[src/rtl/tm1640_rx_if.sv]
// -----------------------------------------------------------------------------
// tm1640_rx_if
//
// Groups the TM1640 receiver's bus pins, display-RAM read port and decoded
// status outputs into one bundle.
//
//   tm_clk, tm_din : two-wire TM1640 bus (asynchronous to the system clock)
//   rd_addr        : display RAM read address
//   rd_data        : registered display RAM read data
//   disp_on        : display-control on bit
//   brightness     : display-control pulse width
//   busy           : frame in progress (start seen, stop not yet seen)
//   byte_valid     : one-cycle pulse per completed byte
//   byte_data      : last completed byte, held
//   byte_is_cmd    : completed byte was the first byte of its frame
//   frame_err      : one-cycle pulse on a protocol error
//
// Modports: master drives the bus and read address (bench / host side);
// slave is the receiver itself.
// -----------------------------------------------------------------------------
interface tm1640_rx_if;
    logic       tm_clk;
    logic       tm_din;
    logic [3:0] rd_addr;
    logic [7:0] rd_data;
    logic       disp_on;
    logic [2:0] brightness;
    logic       busy;
    logic       byte_valid;
    logic [7:0] byte_data;
    logic       byte_is_cmd;
    logic       frame_err;

    modport master (
        output tm_clk, tm_din, rd_addr,
        input  rd_data, disp_on, brightness, busy,
        input  byte_valid, byte_data, byte_is_cmd, frame_err
    );

    modport slave (
        input  tm_clk, tm_din, rd_addr,
        output rd_data, disp_on, brightness, busy,
        output byte_valid, byte_data, byte_is_cmd, frame_err
    );
endinterface

[src/rtl/tm1640_rx.sv]
// -----------------------------------------------------------------------------
// tm1640_rx
//
// Emulates the receiving side of a TM1640 LED driver. The bus pins are
// oversampled in the clk domain, start/stop/bit events are decoded, bytes are
// assembled LSB-first, and data / display-control / address commands update a
// 16x8 display RAM plus the display on/brightness state.
//
// Ports:
//   clk  : system clock
//   rst  : asynchronous active-high reset
//   bus  : tm1640_rx_if.slave (bus pins, RAM read port, decoded outputs)
//
// Parameter:
//   STABLE_CNT : consecutive differing samples needed before a filtered input
//                changes (only meaningful with the glitch filter).
//
// Optional feature macro: TM1640_RX_GLITCH_FILTER_EN
//   defined   -> each synchronized input passes a saturating stability filter
//   undefined -> synchronized inputs feed edge detection directly
// -----------------------------------------------------------------------------
module tm1640_rx #(
    parameter int STABLE_CNT = 3
) (
    input  logic        clk,
    input  logic        rst,
    tm1640_rx_if.slave  bus
);

    typedef enum logic [1:0] {
        ST_IDLE,
        ST_CMD,
        ST_DATA,
        ST_IGNORE
    } state_t;

    genvar gi;

    // ------------------------------------------------------------------
    // Input synchronizers. Reset to 1 so an idle (high) bus produces no
    // spurious edges when reset is released.
    // ------------------------------------------------------------------
    logic [1:0] r_clk_sync;
    logic [1:0] r_din_sync;
    logic [1:0] w_sync;     // [0] = clk, [1] = din
    logic [1:0] w_filt;

    always_ff @(posedge clk or posedge rst) begin
        if (rst) begin
            r_clk_sync <= 2'b11;
            r_din_sync <= 2'b11;
        end else begin
            r_clk_sync <= {r_clk_sync[0], bus.tm_clk};
            r_din_sync <= {r_din_sync[0], bus.tm_din};
        end
    end

    assign w_sync = {r_din_sync[1], r_clk_sync[1]};

`ifdef TM1640_RX_GLITCH_FILTER_EN
    localparam int CNT_W = (STABLE_CNT > 1) ? $clog2(STABLE_CNT) : 1;

    generate
        for (gi = 0; gi < 2; gi++) begin : g_filt
            logic             r_filt;
            logic [CNT_W-1:0] r_cnt;

            // The counter tracks how long the input has disagreed with the
            // filtered value; any agreeing sample restarts the count.
            always_ff @(posedge clk or posedge rst) begin
                if (rst) begin
                    r_filt <= 1'b1;
                    r_cnt  <= '0;
                end else if (w_sync[gi] == r_filt) begin
                    r_cnt  <= '0;
                end else if (r_cnt == CNT_W'(STABLE_CNT - 1)) begin
                    r_filt <= w_sync[gi];
                    r_cnt  <= '0;
                end else begin
                    r_cnt  <= r_cnt + 1'b1;
                end
            end

            assign w_filt[gi] = r_filt;
        end
    endgenerate
`else
    assign w_filt = w_sync;
`endif

    // ------------------------------------------------------------------
    // Edge / event decode
    // ------------------------------------------------------------------
    logic r_clk_prev;
    logic r_din_prev;
    logic w_clk_cur;
    logic w_din_cur;
    logic w_start;
    logic w_stop;
    logic w_bit;

    always_ff @(posedge clk or posedge rst) begin
        if (rst) begin
            r_clk_prev <= 1'b1;
            r_din_prev <= 1'b1;
        end else begin
            r_clk_prev <= w_clk_cur;
            r_din_prev <= w_din_cur;
        end
    end

    assign w_clk_cur = w_filt[0];
    assign w_din_cur = w_filt[1];

    // Start/stop require tm_clk high in both samples, so a simultaneous
    // clk+din change can only ever be a bit edge.
    assign w_start = w_clk_cur & r_clk_prev &  r_din_prev & ~w_din_cur;
    assign w_stop  = w_clk_cur & r_clk_prev & ~r_din_prev &  w_din_cur;
    assign w_bit   = w_clk_cur & ~r_clk_prev;

    // ------------------------------------------------------------------
    // Byte assembly
    // ------------------------------------------------------------------
    state_t     r_state;
    state_t     w_state_next;
    logic [2:0] r_bit_cnt;
    logic [7:0] r_shift;
    logic [7:0] w_byte;
    logic       w_bit_taken;
    logic       w_byte_done;

    assign w_bit_taken = w_bit && (r_state != ST_IDLE);
    assign w_byte_done = w_bit_taken && (r_bit_cnt == 3'd7);
    // LSB-first: new bits enter at the top and move down, so after eight
    // bits the first one received sits in bit 0.
    assign w_byte      = {w_din_cur, r_shift[7:1]};

    always_ff @(posedge clk or posedge rst) begin
        if (rst) begin
            r_bit_cnt <= '0;
            r_shift   <= '0;
        end else begin
            if (w_start || w_stop) begin
                r_bit_cnt <= '0;
            end else if (w_bit_taken) begin
                r_bit_cnt <= r_bit_cnt + 3'd1;
            end
            if (w_bit_taken) begin
                r_shift <= w_byte;
            end
        end
    end

    // ------------------------------------------------------------------
    // Frame FSM
    // ------------------------------------------------------------------
    logic w_frame_err;
    logic w_we;
    logic w_is_cmd;
    logic w_cmd_data;
    logic w_cmd_disp;
    logic w_cmd_addr;

    always_comb begin
        w_state_next = r_state;
        w_frame_err  = 1'b0;
        w_we         = 1'b0;
        w_is_cmd     = 1'b0;
        w_cmd_data   = 1'b0;
        w_cmd_disp   = 1'b0;
        w_cmd_addr   = 1'b0;

        if (w_start) begin
            // Repeated start mid-byte drops the partial byte.
            if ((r_state != ST_IDLE) && (r_bit_cnt != 3'd0)) begin
                w_frame_err = 1'b1;
            end
            w_state_next = ST_CMD;
        end else if (w_stop && (r_state != ST_IDLE)) begin
            if (r_bit_cnt != 3'd0) begin
                w_frame_err = 1'b1;
            end
            w_state_next = ST_IDLE;
        end else if (w_byte_done) begin
            case (r_state)
                ST_CMD: begin
                    w_is_cmd = 1'b1;
                    case (w_byte[7:6])
                        2'b01: begin
                            w_cmd_data   = 1'b1;
                            w_state_next = ST_IGNORE;
                        end
                        2'b10: begin
                            w_cmd_disp   = 1'b1;
                            w_state_next = ST_IGNORE;
                        end
                        2'b11: begin
                            w_cmd_addr   = 1'b1;
                            w_state_next = ST_DATA;
                        end
                        default: begin
                            w_frame_err  = 1'b1;
                            w_state_next = ST_IGNORE;
                        end
                    endcase
                end
                ST_DATA:   w_we        = 1'b1;
                ST_IGNORE: w_frame_err = 1'b1;
                default:   ;
            endcase
        end
    end

    always_ff @(posedge clk or posedge rst) begin
        if (rst) begin
            r_state <= ST_IDLE;
        end else begin
            r_state <= w_state_next;
        end
    end

    // ------------------------------------------------------------------
    // Command state, byte outputs, error pulse
    // ------------------------------------------------------------------
    logic       r_addr_mode;   // 0 = auto-increment, 1 = fixed
    logic [3:0] r_wr_addr;
    logic       r_disp_on;
    logic [2:0] r_brightness;
    logic       r_byte_valid;
    logic [7:0] r_byte_data;
    logic       r_byte_is_cmd;
    logic       r_frame_err;

    always_ff @(posedge clk or posedge rst) begin
        if (rst) begin
            r_addr_mode   <= 1'b0;
            r_wr_addr     <= '0;
            r_disp_on     <= 1'b0;
            r_brightness  <= '0;
            r_byte_valid  <= 1'b0;
            r_byte_data   <= '0;
            r_byte_is_cmd <= 1'b0;
            r_frame_err   <= 1'b0;
        end else begin
            r_byte_valid <= w_byte_done;
            r_frame_err  <= w_frame_err;
            if (w_byte_done) begin
                r_byte_data   <= w_byte;
                r_byte_is_cmd <= w_is_cmd;
            end
            if (w_cmd_data) begin
                r_addr_mode <= w_byte[2];
            end
            if (w_cmd_disp) begin
                r_disp_on    <= w_byte[3];
                r_brightness <= w_byte[2:0];
            end
            if (w_cmd_addr) begin
                r_wr_addr <= w_byte[3:0];
            end else if (w_we && !r_addr_mode) begin
                r_wr_addr <= r_wr_addr + 4'd1;
            end
        end
    end

    // ------------------------------------------------------------------
    // Display RAM: one register per entry so the whole array clears on reset.
    // ------------------------------------------------------------------
    logic [7:0] w_ram [16];
    logic [7:0] r_rd_data;

    generate
        for (gi = 0; gi < 16; gi++) begin : g_ram
            logic [7:0] r_mem;

            always_ff @(posedge clk or posedge rst) begin
                if (rst) begin
                    r_mem <= '0;
                end else if (w_we && (r_wr_addr == 4'(gi))) begin
                    r_mem <= w_byte;
                end
            end

            assign w_ram[gi] = r_mem;
        end
    endgenerate

    // Registered read sees the pre-write value on a same-cycle collision.
    always_ff @(posedge clk or posedge rst) begin
        if (rst) begin
            r_rd_data <= '0;
        end else begin
            r_rd_data <= w_ram[bus.rd_addr];
        end
    end

    assign bus.rd_data     = r_rd_data;
    assign bus.disp_on     = r_disp_on;
    assign bus.brightness  = r_brightness;
    assign bus.busy        = (r_state != ST_IDLE);
    assign bus.byte_valid  = r_byte_valid;
    assign bus.byte_data   = r_byte_data;
    assign bus.byte_is_cmd = r_byte_is_cmd;
    assign bus.frame_err   = r_frame_err;

endmodule
[src/flat_wrapper.sv]
// flat-port wrapper written by rule: the top's interface ports become plain ports
module tm1640_rx_flat 
#(
    parameter int STABLE_CNT = 3
)
  (clk, rst, bus_tm_clk, bus_tm_din, bus_rd_addr, bus_rd_data, bus_disp_on, bus_brightness, bus_busy, bus_byte_valid, bus_byte_data, bus_byte_is_cmd, bus_frame_err);
  tm1640_rx_if bus_i ();
  input  logic clk;
  input  logic rst;
  input wire logic [$bits(bus_i.tm_clk)-1:0] bus_tm_clk;
  input wire logic [$bits(bus_i.tm_din)-1:0] bus_tm_din;
  input wire logic [$bits(bus_i.rd_addr)-1:0] bus_rd_addr;
  output wire logic [$bits(bus_i.rd_data)-1:0] bus_rd_data;
  output wire logic [$bits(bus_i.disp_on)-1:0] bus_disp_on;
  output wire logic [$bits(bus_i.brightness)-1:0] bus_brightness;
  output wire logic [$bits(bus_i.busy)-1:0] bus_busy;
  output wire logic [$bits(bus_i.byte_valid)-1:0] bus_byte_valid;
  output wire logic [$bits(bus_i.byte_data)-1:0] bus_byte_data;
  output wire logic [$bits(bus_i.byte_is_cmd)-1:0] bus_byte_is_cmd;
  output wire logic [$bits(bus_i.frame_err)-1:0] bus_frame_err;
  assign bus_i.tm_clk = bus_tm_clk;
  assign bus_i.tm_din = bus_tm_din;
  assign bus_i.rd_addr = bus_rd_addr;
  assign bus_rd_data = bus_i.rd_data;
  assign bus_disp_on = bus_i.disp_on;
  assign bus_brightness = bus_i.brightness;
  assign bus_busy = bus_i.busy;
  assign bus_byte_valid = bus_i.byte_valid;
  assign bus_byte_data = bus_i.byte_data;
  assign bus_byte_is_cmd = bus_i.byte_is_cmd;
  assign bus_frame_err = bus_i.frame_err;
  tm1640_rx #(.STABLE_CNT(STABLE_CNT)) u_core (.clk(clk), .rst(rst), .bus(bus_i));
endmodule
[config.mk]
export PLATFORM = sky130hd
export DESIGN_NAME = tm1640_rx_flat
export DESIGN_NICKNAME = d
export VERILOG_FILES = /design/src/rtl/tm1640_rx_if.sv /design/src/rtl/tm1640_rx.sv /design/src/flat_wrapper.sv
export SDC_FILE = /design/constraint.sdc
export NUM_CORES = 1
export LEC_CHECK = 0
export BUFFER_PORTS_ARGS = -buffer_cell sky130_fd_sc_hd__buf_2
export CAP_MARGIN = 5
export CORE_ASPECT_RATIO = 2
export CORE_UTILIZATION = 50
export CTS_BUF_LIST = sky130_fd_sc_hd__clkbuf_8
export DETAILED_ROUTE_END_ITERATION = 16
export PLACE_DENSITY = 0.75
export SLEW_MARGIN = 20
export SYNTH_ARGS = -nofsm -noshare
export SYNTH_HDL_FRONTEND = slang
export SYNTH_SLANG_ARGS = --single-unit
[constraint.sdc]
create_clock -name clk -period 5.5 [get_ports clk]
set_input_delay 0.55 -clock clk [delete_from_list [all_inputs] [get_ports clk]]
set_output_delay 0.55 -clock clk [all_outputs]
set_load 0.01 [all_outputs]
# After elaboration in Yosys (flattened, before gate mapping)
# Index checks and enable logic that the tools add are counted.
# Widths: inputs -> output; s select.
# totals
input_bits	8
elab_cells	140
ff_bits	175
output_inout_bits	24
# op_classes
bitwise_logic	10
n_addsub	2
order_cmp	1
eq_ne	22
muxes	41
n_reduce_logical	32
# op_table
operator	n
$bmux 8 s4	1
$eq 4x4->1 const B	8
$mux 1	29
$logic_and 1x1->1	21
$eq 4x3->1 const B	4
$mux 8	2
$reduce_bool 3->1	3
$eq 2x2->1 const B	4
$eq 4x2->1 const B	2
$mux 2	4
$mux 4	2
$and 1x1->1	6
$mux 3	2
$reduce_bool 2->1	3
$ge 5x5->1 const B	1
$not 4->5	1
$add 4x1->4 const B	1
$eq 2x1->1 const B	2
$eq 4x1->1 const B	1
$logic_not 4->1	1
$add 3x1->3 const B	1
$eq 3x3->1 const B	1
$not 1->1	3
$reduce_or 3->1	1
other kinds (4)	4

# Logic depth before layout (Yosys ltp)
# depth
word_depth	10
ltp_mapped	6

# Worst setup path before layout
# OpenSTA, ideal clock, no wires.
# synth_path
path_type	register to register
startpoint	register u_core.r_bit_cnt[0]
endpoint	register u_core.g_ram[10].r_mem[0]
path_slack_ps	3494
t_arrival_ps	1881
period_less_slack_ps	2006
path_stages_with_launch	7
path_buffers	1
setup_time_ps	125
required_ps	5375
path_cell_list	dfrtp_1 > ha_1 > ha_1 > nand4b_4 > buf_6 > nor4b_4 > mux2_2
# synth_via
elab_chain_len	6
# synth_lines
item	line_no	rtl
start: declaration	tm1640_rx.sv:126	logic [2:0] r_bit_cnt;
start signal: assignment	tm1640_rx.sv:146	r_bit_cnt <= r_bit_cnt + 3'd1;
$eq 3x3->1	tm1640_rx.sv:133	assign w_byte_done = w_bit_taken && (r_bit_cnt == 3'd7);
$logic_and 1x1->1	tm1640_rx.sv:133	
$mux 1	tm1640_rx.sv:184	end else if (w_byte_done) begin
$mux 1	tm1640_rx.sv:179	end else if (w_stop && (r_state != ST_IDLE)) begin
$mux 1	tm1640_rx.sv:173	if (w_start) begin
$logic_and 1x1->1	tm1640_rx.sv:279	end else if (w_we && (r_wr_addr == 4'(gi))) begin
end signal: assignment	tm1640_rx.sv:280	r_mem <= w_byte;
end: declaration	tm1640_rx.sv:274	logic [7:0] r_mem;
# No other way between the ends.
# A chain may end at the register's enable or synchronous reset.

# Final worst setup path
# layout_path
startpoint	register u_core.r_bit_cnt[0]
endpoint	register u_core.g_ram[0].r_mem[6]
# layout_via
elab_chain_len	6
# layout_lines
item	line_no
$eq 3x3->1	tm1640_rx.sv:133
$logic_and 1x1->1	tm1640_rx.sv:133
$mux 1	tm1640_rx.sv:184
$mux 1	tm1640_rx.sv:179
$mux 1	tm1640_rx.sv:173
$logic_and 1x1->1	tm1640_rx.sv:279
end signal: assignment	tm1640_rx.sv:280
end: declaration	tm1640_rx.sv:274
# No other way between the ends.

==> results.cfg <==
[finish]
utilization_pct = 55.85
syn2layout_area_growth_pct = 8.386
layout.nets = 546
final_common_cell = dfrtp_1
n_fill_cell = 1252
layout_common_cells = 168 x dfrtp_1, 147 x mux2_2, 32 x mux4_2
insertedDiodeCount = 0
final-seq-area_um2 = 4362
multi_input_area_um2 = 3358
layout-drive-gt1-share_pct = 50.55

[die]
core_um2 = 15370
initial_core_util_pct = 51.53
die_h_um = 180.0
die-area_um2 = 16380
ioPinCount = 32
die_x_um = 91.01
num_rows = 64

[sta]
holdWs_ns = 0.1804
fin_setup_tns_ns = 0
max-slew-margin-rel_pct = 40.86
min_period_over_period_pct = 49.54
max_slew.worst_pin.slew_ns = 0.8871
min_period_ns = 2.725
drv_slew = 0
finClkSkew_ns = 0.01258
hold_viol = 0
rsz0062_at_grt = false
max_freq_mhz = 367.0
setup_viol = 0

[critical_path]
critPathLaunchType = flop
r2r_start = u_core.r_bit_cnt[0]$_DFFE_PP0P_
critPathMaxStageDelay_ns = 0.76
worst-path-buf-inv = 0
crit_path_max_fanout = 10
cp.required_ns = 5.86
startpoint = u_core.r_bit_cnt[0]$_DFFE_PP0P_
rrSetupSlack_ns = 2.78
cpLargestDelayFamily = simple AND/OR/NAND/NOR gates
worstPathCellList = ha_1 -> ha_1 -> nand4bb_1 -> nor3_2 -> mux2_2
path_common_cell = ha_1
path_class = flop to flop
cp.arrival_ns = 3.08
critPathCaptureType = flop
crit_slowest_cell = nor3_2

[logic_synthesis]
synthDistinctLibCells = 43
synth_nets = 532
synth_area_leaders = dfrtp_1 53%, mux2_2 21%, mux4_2 9.1%
ys.warnings.count = 0
syn_area_um2 = 7923
avgSynthCellArea_um2 = 15.32
synth-seq-cells = 174
yosys.area.top_type = dfrtp_1
ys_seq_area_share_pct = 55.05
syn_inst = 517
yosys.area.top_type_share_pct = 53.06

[clock_tree]
ctsHoldBuffers = 0
cts.path.max_buffers = 2
clock_sinks = 174
cts_root_buffer = clkbuf_8
cts_resized = 0
postCtsSetupBuffers = 0
htreeDepth = 4
cts_tree = yes
clk_pin_slew_ns = 0.09
worstSkewPairLatency_ns = 0.47
cts_made_buffers = 17

[routing]
post_drt_wl_per_cell_um = 21.83
drc = 0
dr.pass1.iters = 4
via_count = 4395
postRouteAntennaNets = 0
first_iter_violations = 235
detail_route.vias_per_cell = 5.923
wirelength_um = 16200

[power_and_ir_drop]
combPwrFrac_pct = 5.8
swShare_pct = 28.87
peakVddDrop_mv = 0.2336
power_switching_mw = 0.7324
intPower_mw = 1.805
powerDensity_nw_per_um2 = 295.5
seqPwrFrac_pct = 58.3
power_leakage_nw = 4.190
clockPowerShare_pct = 35.9

[worst_hold_path]
min_from = bus_tm_din
hp-class = input pin to flop

[global_route]
grt_usage_pct = 21.81
grt_start_max_net_pins = 117
grt-ovfl-total = 0
grt_pass1_wl_um = 26790
grt_pass1_vias = 4839
antenna_found_initial = 0

[place]
port-buffer-count = 31
hpwlAfterDp_um = 11000
gp_congestion = 0.8598

[job]
drv_cap = 0

[status]
status = completed
==> routing by layer <==
layer  vias to the layer above  wire length (um)  GRT usage, %
met5                         -                 0             0
li1                       1926                 -             -
met4                         0               492         10.03
met2                        97              9170         39.15
met1                      2338              6038         24.89
met3                        34               497         4.008
==> cells by family after synthesis <==
group	count (synthesis)	synth area share [%]
AO/OA/AOI/OAI	38	3.190
buffers and inverters	48	2.559
multiplexers	180	30.13
XOR/XNOR	1	0.1106
AND/OR/NAND/NOR	69	7.849
adder cells (fa/ha/maj)	7	1.105
flip-flops	174	55.05
==> Yosys cell counts, drive strengths merged <==
cell and instances:
dfrtp 168, mux2 148, mux4 32, buf 19, clkbuf 19, a22oi 16
nand2 12, nor3 12, inv 10, o21ai 8, ha 7, dfstp 6
nor2b 6, a31oi 5, nand2b 5, nand3 5, a21oi 4, nor2 4
nor4 4, nor4b 4, nand4b 3, or2 3, or3 3, nand3b 2
o31ai 2, or4 2, a21boi 1, and2 1, nand4 1, nand4bb 1
o2111ai 1, o21ba 1, or3b 1, xor2 1
==> worst reg2reg max path, stage by stage, from the launching register on <==
cell and delay, ns:
dfrtp_1 0.39, ha_1 0.17, ha_1 0.32, nand4bb_1 0.55, nor3_2 0.77, mux2_2 0.42
==> final cells by class <==
| type | instances | share of cell area, % |
|---|---|---|
| clock buffer | 18 | 2.885 |
| clock inverter | 14 | 1.821 |
| inverter | 10 | 0.5246 |
| multi-input combinational | 295 | 39.11 |
| sequential | 174 | 50.79 |
| tap | 198 | 2.885 |
| timing repair buffer | 33 | 1.982 |
==> worst paths after layout <==
path,cells after the start,end
worst max-delay path,5,u_core.g_ram[0].r_mem[6]$_DFFE_PP0P_
worst min-delay path,1,u_core.r_din_sync[0]$_DFF_PP1_
worst max register to register,5,u_core.g_ram[0].r_mem[6]$_DFFE_PP0P_
worst min register to register,0,u_core.r_din_sync[1]$_DFF_PP1_
max in group asynchronous,3,u_core.g_ram[4].r_mem[3]$_DFFE_PP0P_
min in group asynchronous,2,u_core.r_state[0]$_DFFE_PP0P_
==> state kept, by name (all words and copies together), names as in the netlist, 3 cells and up <==
register               flops
u_core.g_ram.r_mem       128
u_core.bus.byte_data       8
u_core.bus.rd_data         8
u_core.r_shift             7
u_core.r_wr_addr           4
u_core.bus.brightness      3
u_core.r_bit_cnt           3
==> power groups by stage <==
stage	Sequential (mW)	Clock [mW]	Combinational [mW]
after floorplan	1.37	0	0.198
after global placement	1.50	0	0.143
after detailed placement	1.50	0	0.149
after CTS	1.48	0.937	0.149
after global routing	1.49	0.990	0.164
final	1.48	0.912	0.147
==> through the flow <==
step | instance area, um2 | cells | setup slack (ns) | power, mW
2_1_floorplan | 7923 | 517 | 0.2431 | 1.565
3_3_place_gp | 8180 | 710 | 2.938 | 1.640
3_5_place_dp | 8180 | 710 | 2.808 | 1.654
4_1_cts | 8584 | 742 | 2.794 | 2.565
5_1_grt | 8587 | 742 | 2.622 | 2.647
6_report | 8587 | 742 | 2.775 | 2.537
Note: power is estimated with default switching activity, not from simulation.
